===== src/rtl/axi_rd_arbiter.sv =====
// Two-requester AXI4 read arbiter: IC and DC share one AR/R channel.
// One outstanding burst at a time; R beats are registered back to the owner.
//
// Ports:
//   clk, rst                         clock, synchronous active-high reset
//   ic_rd_req/addr, ic_rd_rdy        IC request side (rdy is a 1-cycle pulse)
//   ic_ret_valid/last/data           IC return beats
//   dc_rd_req/addr/uncached, rdy     DC request side
//   dc_ret_valid/last/data           DC return beats
//   arvalid/arready/araddr/arid/
//   arlen/arsize/arburst             AXI read address channel
//   rvalid/rready/rdata/rid/
//   rlast/rresp                      AXI read data channel
//   rd_err                           sticky protocol/response error
module axi_rd_arbiter #(
  parameter int         ID_W   = 4,
  parameter logic [7:0] IC_LEN = 8'd3,
  parameter logic [7:0] DC_LEN = 8'd3
) (
  input  logic            clk,
  input  logic            rst,
  input  logic            ic_rd_req,
  input  logic [31:0]     ic_rd_addr,
  output logic            ic_rd_rdy,
  output logic            ic_ret_valid,
  output logic            ic_ret_last,
  output logic [31:0]     ic_ret_data,
  input  logic            dc_rd_req,
  input  logic [31:0]     dc_rd_addr,
  input  logic            dc_rd_uncached,
  output logic            dc_rd_rdy,
  output logic            dc_ret_valid,
  output logic            dc_ret_last,
  output logic [31:0]     dc_ret_data,
  output logic            arvalid,
  input  logic            arready,
  output logic [31:0]     araddr,
  output logic [ID_W-1:0] arid,
  output logic [7:0]      arlen,
  output logic [2:0]      arsize,
  output logic [1:0]      arburst,
  input  logic            rvalid,
  output logic            rready,
  input  logic [31:0]     rdata,
  input  logic [ID_W-1:0] rid,
  input  logic            rlast,
  input  logic [1:0]      rresp,
  output logic            rd_err
);

  typedef enum logic [1:0] {
    IDLE,
    ADDR,
    DATA
  } state_t;

  state_t     state;
  logic       ptr;
  logic       gnt_dc;
  logic [7:0] cnt;

  logic       pick_dc;
  logic       len_hit;
  logic       beat_last;
  logic       beat_err;

  assign arsize  = 3'b010;
  assign arburst = 2'b01;

  // ptr=1 favours DC when both request
  assign pick_dc = dc_rd_req && (!ic_rd_req || ptr);

  // A beat at the expected count ends the burst even without rlast
  assign len_hit   = (cnt == arlen);
  assign beat_last = rlast || len_hit;
  assign beat_err  = (rresp != 2'b00) ||
                     (rid != arid) ||
                     (rlast != len_hit);

  always_ff @(posedge clk) begin
    if (rst) begin
      state        <= IDLE;
      ptr          <= 1'b0;
      gnt_dc       <= 1'b0;
      cnt          <= 8'd0;
      arvalid      <= 1'b0;
      araddr       <= 32'd0;
      arid         <= '0;
      arlen        <= 8'd0;
      rready       <= 1'b0;
      ic_rd_rdy    <= 1'b0;
      dc_rd_rdy    <= 1'b0;
      ic_ret_valid <= 1'b0;
      ic_ret_last  <= 1'b0;
      ic_ret_data  <= 32'd0;
      dc_ret_valid <= 1'b0;
      dc_ret_last  <= 1'b0;
      dc_ret_data  <= 32'd0;
      rd_err       <= 1'b0;
    end else begin
      ic_rd_rdy    <= 1'b0;
      dc_rd_rdy    <= 1'b0;
      ic_ret_valid <= 1'b0;
      ic_ret_last  <= 1'b0;
      dc_ret_valid <= 1'b0;
      dc_ret_last  <= 1'b0;

      unique case (state)
        IDLE: begin
          cnt <= 8'd0;
          if (ic_rd_req || dc_rd_req) begin
            gnt_dc  <= pick_dc;
            arvalid <= 1'b1;
            state   <= ADDR;
            if (pick_dc) begin
              dc_rd_rdy <= 1'b1;
              araddr    <= dc_rd_addr;
              arid      <= ID_W'(1);
              arlen     <= dc_rd_uncached ?
                           8'd0 : DC_LEN;
            end else begin
              ic_rd_rdy <= 1'b1;
              araddr    <= ic_rd_addr;
              arid      <= '0;
              arlen     <= IC_LEN;
            end
          end
        end
        ADDR: begin
          if (arready) begin
            arvalid <= 1'b0;
            rready  <= 1'b1;
            state   <= DATA;
          end
        end
        DATA: begin
          if (rvalid) begin
            cnt <= cnt + 8'd1;
            if (gnt_dc) begin
              dc_ret_valid <= 1'b1;
              dc_ret_last  <= beat_last;
              dc_ret_data  <= rdata;
            end else begin
              ic_ret_valid <= 1'b1;
              ic_ret_last  <= beat_last;
              ic_ret_data  <= rdata;
            end
            if (beat_err)
              rd_err <= 1'b1;
            if (beat_last) begin
              rready <= 1'b0;
              ptr    <= ~gnt_dc;
              state  <= IDLE;
            end
          end
        end
        default: state <= IDLE;
      endcase
    end
  end

endmodule


===== config.mk =====
export PLATFORM = sky130hd
export DESIGN_NAME = axi_rd_arbiter
export DESIGN_NICKNAME = d
export VERILOG_FILES = /design/src/rtl/axi_rd_arbiter.sv
export SDC_FILE = /design/constraint.sdc
export NUM_CORES = 1
export LEC_CHECK = 0
export CAP_MARGIN = 30
export CORE_UTILIZATION = 25
export CTS_CLUSTER_SIZE = 40
export DETAILED_ROUTE_END_ITERATION = 8
export PLACE_DENSITY = 0.64
export SKIP_LAST_GASP = 1
export SLEW_MARGIN = 40
export SYNTH_ARGS = -nofsm -noshare
export SYNTH_HDL_FRONTEND = slang
export SYNTH_SLANG_ARGS = --single-unit
export TNS_END_PERCENT = 10

===== constraint.sdc =====
create_clock -name clk -period 2.35 [get_ports clk]
set_input_delay 0.47 -clock clk [delete_from_list [all_inputs] [get_ports clk]]
set_output_delay 0.47 -clock clk [all_outputs]
set_load 0.005 [all_outputs]

==> impl_metrics.ini, run 1 <==
[clock_tree]
cts_setup_buffers = 0
clk_latency_ps = 410
cts_resized = 0
cts_buffers = 17
h-tree-depth = 4
cts_max_path_buffers = 2
cts_hold_buffers = 0
cts-root-buf = clkbuf_16
clock-sinks = 118
clk_pin_slew_ps = 60
cts_tree = built

[worst_hold_path]
min_path_type = reg -> reg
hold_start = dc_ret_data[16]$_SDFFE_PP0P_
hold_end = dc_ret_data[16]$_SDFFE_PP0P_
hold_depth = 2

[yosys]
synth-main-ff-cell = dfxtp_1
synth_top_family_by_area = simple AND/OR/NAND/NOR gates
synth.cell_area_sq_um = 4970
synthSimpleGateAreaFrac = 0.214
synth_compound_area_frac = 0.213
synth-adder-area-share = 0.00503
synth-xor-area-share = 0.00176
synth-edff-count = 0
synth_area_per_cell_sq_um = 8.27
async_reset_ff_frac = 0
syn_inst = 601
yosys-mux-area-fraction = 0.00881
ys_seq_area_frac = 0.475
synth-seq-cells = 118
synth_cell_type_count = 44
yosys_warnings = 0

[worst_setup_path]
cp_cell_sequence = clkdlybuf4s50_1
arrival_ps = 1570
crit_family = flip-flops
slowest_delay_ps = 580
path_class = reg -> out
critPathSlowestCell = dfxtp_1
cp-end-kind = output pin
ff2ff_path_depth = 6
reg2reg_from = cnt[3]$_SDFFE_PP0P_
crit_fanout = 8
setup.worst_path.start_class = register
crit_buf_inv = 1
cp.required_ps = 1880
r2r_end = ptr$_SDFFE_PP0P_
reg2reg_slack_ps = 420

[place]
dp_cells = 1039
gp_congestion = 0.758
dp_hpwl_microns = 10600
io_buffers = 217

[die]
io_pins = 232
dieArea_sq_um = 20500
rows = 51
die_w_microns = 143
core_sq_um = 19500
initial_utilization = 0.255
die_y_microns = 143

[sta]
fin_skew_ps = 7.50
slew_violations = 0
fin_crit_ps = 2040
hold_slack_ps = 452
max_slew.worst_pin.slew_ps = 557
post-route-period-util = 0.869
hold_viol = 0
finalSetupViolCount = 0
slew_headroom = 0.628
fmax_mhz = 490
rsz0062_at_grt = no
finalSetupTns_ps = 0

[power]
p_int_mw = 4.12
power_frac_seq = 0.391
swShare = 0.255
p_clk_frac = 0.465
peakVddDrop_v = 0.000473
p_comb_frac = 0.144
p_sw_mw = 1.41
power.leakage_nw = 2.69
p_per_area_nw_per_um2 = 694

[layout]
area_delta_synth_final_pct = 60.1
seqCellArea_sq_um = 2360
final_common_cell = clkdlybuf4s50_1
num-fill-cells = 1964
multi_input_area_sq_um = 2270
finalNonFillerCells = 1071
layout-drive-gt1-share = 0.0696
nNetsFinal = 905
mostFrequentLayoutCells = clkdlybuf4s50_1 (216), nand2_1 (134), dfxtp_1 (118)

[detailed_routing]
drtAntennaViolNets = 0
first_pass_iters = 4
num_vias = 4974
drt_iter0_markers = 188
drc = 0
drt-total-wl_microns = 15900
avgViaCountPerCell = 4.64
avgRoutedWirePerCell_microns = 14.8

[global_route]
grt_overflow = 0
grt_pass1_wl_microns = 25300
antenna_found_initial = 1
grt_max_degree = 69
track_usage = 0.160
grt_pass1_vias = 4809

[run_status]
status = finished clean

[flow_run]
maxCapViolCount = 0
==> through the flow <==
step | cell area (sq um) | setup WS, ps | util | total power [mW]
floorplan | 5020 | 545 | - | 2.53
global placement | 7380 | 253 | 0.379 | 3.01
detailed placement | 7380 | 217 | 0.379 | 3.01
CTS | 7960 | 250 | 0.409 | 5.62
global route | 7960 | 211 | 0.409 | 5.78
finish | 7960 | 308 | 0.409 | 5.53
==> synth_stat cells (2+ instances only) <==
cell / count / share of area
nand2_1: 134 / 0.10
dfxtp_1: 118 / 0.48
a21oi_1: 109 / 0.11
a311oi_1: 34 / 0.060
nand3b_1: 34 / 0.051
clkbuf_1: 28 / 0.021
buf_4: 22 / 0.033
buf_2: 21 / 0.021
o21ai_0: 19 / 0.019
o21ai_1: 16 / 0.016
nor2_1: 9 / 0.0068
nor3_1: 5 / 0.0050
nand2b_1: 4 / 0.0050
inv_1: 3 / 0.0023
nand3_1: 3 / 0.0030
nand4_1: 3 / 0.0038
nor4_1: 3 / 0.0038
or4_1: 3 / 0.0045
conb_1: 2 / 0.0015
ha_1: 2 / 0.0050
mux2_1: 2 / 0.0045
nor3b_1: 2 / 0.0030
o311ai_0: 2 / 0.0035
or2_1: 2 / 0.0025
or3_1: 2 / 0.0025
==> cell type report <==
class                   count  area share
well taps                 265      0.0416
clock inverters            14      0.0189
multi-input cells         419       0.286
repair buffers            233       0.302
clock buffers              17      0.0534
inverters                   4     0.00189
diodes                      1    0.000314
flip-flops and latches    118       0.297
==> per-layer routing <==
| metal | global-route usage | part of all wire | routed length (microns) |
|---|---|---|---|
| met5 | 0 | 0 | 0 |
| met2 | 0.267 | 0.47 | 7470 |
| met3 | 0.0654 | 0.097 | 1550 |
| met4 | 0.0651 | 0.011 | 180 |
| met1 | 0.181 | 0.42 | 6700 |
==> power groups by stage <==
stage               Combinational (mW)  Sequential, mW  Clock (mW)
detailed placement               0.801            2.21           0
finish                           0.796            2.16        2.57
global route                     0.870            2.18        2.73
global placement                 0.801            2.21           0
CTS                              0.805            2.16        2.65
floorplan                        0.340            2.19           0
==> registers in the layout (all words and copies together), names as in the netlist, 2 cells and up <==
signal	count
cnt	8
ic_ret_data	32
dc_ret_data	32
araddr	32
state	2
==> cell families (layout without fill, tap and decap cells) <==
group / count (synthesis) / in the layout
buffers and inverters: 76 / 268
multiplexers: 4 / 4
AND/OR/NAND/NOR: 215 / 215
adder cells (fa/ha/maj): 2 / 2
XOR/XNOR: 1 / 1
AO/OA/AOI/OAI: 183 / 183
other: 2 / 15
flip-flops: 118 / 118
==> worst max-delay path by stage <==
| stage | startpoint | end | slack, ps | cells after the start |
|---|---|---|---|---|
| after floorplan | cnt[3]$_SDFFE_PP0P_ | ptr$_SDFFE_PP0P_ | 540 | 6 |
| after global placement | rvalid | cnt[7]$_SDFFE_PP0P_ | 250 | 4 |
| after detailed placement | rvalid | cnt[7]$_SDFFE_PP0P_ | 220 | 4 |
| after CTS | gnt_dc$_SDFFE_PP0P_ | arid[0] | 250 | 1 |
| after global routing | gnt_dc$_SDFFE_PP0P_ | arid[0] | 210 | 1 |
| final | gnt_dc$_SDFFE_PP0P_ | arid[0] | 310 | 1 |
No activity file was read; power rests on OpenSTA's default activity.
==> run 2: changes to the inputs <==
ABC_CLOCK_PERIOD_IN_PS = 2350   (was not set)
PLACE_DENSITY = 0.62   (was 0.64)
==> impl_metrics.ini, run 2 (synthesized netlist as in run 1, its figures left out) <==
[detailed_routing]
drtAntennaViolNets = 0
first_pass_iters = 4
drc = 0
avgViaCountPerCell = 4.63
num_vias = 4949
drt-total-wl_microns = 16000
drt_iter0_markers = 167
avgRoutedWirePerCell_microns = 15.0

[die]
dieArea_sq_um = 20500
rows = 51
initial_utilization = 0.255
die_y_microns = 143
die_w_microns = 143
core_sq_um = 19500
io_pins = 232

[layout]
antenna_cells = 0
top_regs = araddr (32), dc_ret_data (32), ic_ret_data (32)
mostFrequentLayoutCells = clkdlybuf4s50_1 (216), nand2_1 (134), dfxtp_1 (118)
nNetsFinal = 903
final_util = 0.408
area_delta_synth_final_pct = 59.7
layout-drive-gt1-share = 0.0672
final_common_cell = clkdlybuf4s50_1

[clock_tree]
h-tree-depth = 4
cts_setup_buffers = 0
cts_buffers = 17
clk_pin_slew_ps = 60
clock-sinks = 118
clk_latency_ps = 410
cts_max_path_buffers = 2
cts_tree = built
cts-root-buf = clkbuf_16
cts_resized = 0
cts_hold_buffers = 0

[sta]
fmax_mhz = 483
finalSetupTns_ps = 0
post-route-period-util = 0.880
hold_viol = 0
fin_skew_ps = 8.29
fin_crit_ps = 2070
max_slew.worst_pin.slew_ps = 566
rsz0062_at_grt = no
slew_headroom = 0.622
slew_violations = 0
finalSetupViolCount = 0

[worst_setup_path]
slowest_delay_ps = 630
cp-end-kind = output pin
crit_fanout = 8
cp.required_ps = 1880
setup.worst_path.start_class = register
path_class = reg -> out
arrival_ps = 1600
critPathSlowestCell = clkdlybuf4s50_1
cp_cell_sequence = clkdlybuf4s50_1
crit_family = buffers and inverters
crit_buf_inv = 1

[power]
p_per_area_nw_per_um2 = 703
total_power_mw = 5.58
power.leakage_nw = 2.67
peakVddDrop_v = 0.000453

[place]
gp_congestion = 0.787
io_buffers = 217
dp_hpwl_microns = 10600

[global_route]
grt_max_degree = 68
track_usage = 0.158
grt_overflow = 0
grt_pass1_wl_microns = 24800
antenna_found_initial = 0
grt_pass1_vias = 4722

[run_status]
status = finished clean

[worst_hold_path]
min_path_type = in -> reg

[flow_run]
maxCapViolCount = 0
## run 2: cell types whose count changed in the layout (fill, tap and decap cells not counted)
cell,previous run,this run
clkbuf_8,0,3
clkinvlp_4,3,6
clkinv_2,3,2
buf_12,9,7
clkbuf_1,0,1
clkinv_4,2,0
diode_2,1,0
inv_6,4,1
## run 2: path summary, 6_finish.rpt
| check | slack, ps | cells after the start | startpoint | to |
|---|---|---|---|---|
| worst max-delay path | 280 | 1 | gnt_dc$_SDFFE_PP0P_ | arid[0] |
| worst max register to register | 410 | 6 | cnt[3]$_SDFFE_PP0P_ | ptr$_SDFFE_PP0P_ |
| worst min-delay path | 370 | 2 | rst | ptr$_SDFFE_PP0P_ |
| worst min register to register | 450 | 2 | ic_ret_data[0]$_SDFFE_PP0P_ | ic_ret_data[0]$_SDFFE_PP0P_ |
## run 2: where the power goes
part | internal, mW | switching (mW) | total (mW)
Clock | 1.64 | 0.978 | 2.62
Sequential | 2.10 | 0.0680 | 2.16
Combinational | 0.456 | 0.336 | 0.793
## run 2: metal layers
metal	global-route usage	part of all wire	vias to the layer above
met4	0.0453	0.012	0
li1	-	-	2462
met2	0.260	0.45	191
met3	0.0704	0.096	16
met1	0.183	0.44	2280
met5	0	0	-
## run 2: final cells by class
class / count / area, sq um
flip-flops and latches: 118 / 2360
inverters: 4 / 15.0
repair buffers: 231 / 2360
clock inverters: 11 / 124
multi-input cells: 419 / 2270
clock buffers: 21 / 470
fillers: 1976 / 11500
well taps: 265 / 332
## run 2: metrics by stage
stage	hold WS, ps	std cells	worst slack [ps]	instance area, sq um
detailed placement	446	1037	315	7340
global placement	442	1037	302	7340
global route	370	1069	196	7940
floorplan	449	613	545	5020
finish	371	1069	281	7940
CTS	350	1069	256	7940
## run 2: worst register-to-register path, delay by kind of cell (launching register included)
kind / cells / cell delay, ps
and+or+nand+nor: 3 / 1030
DFF: 1 / 350
adders and majority gates: 1 / 270
AOI/OAI and AO/OA: 2 / 240
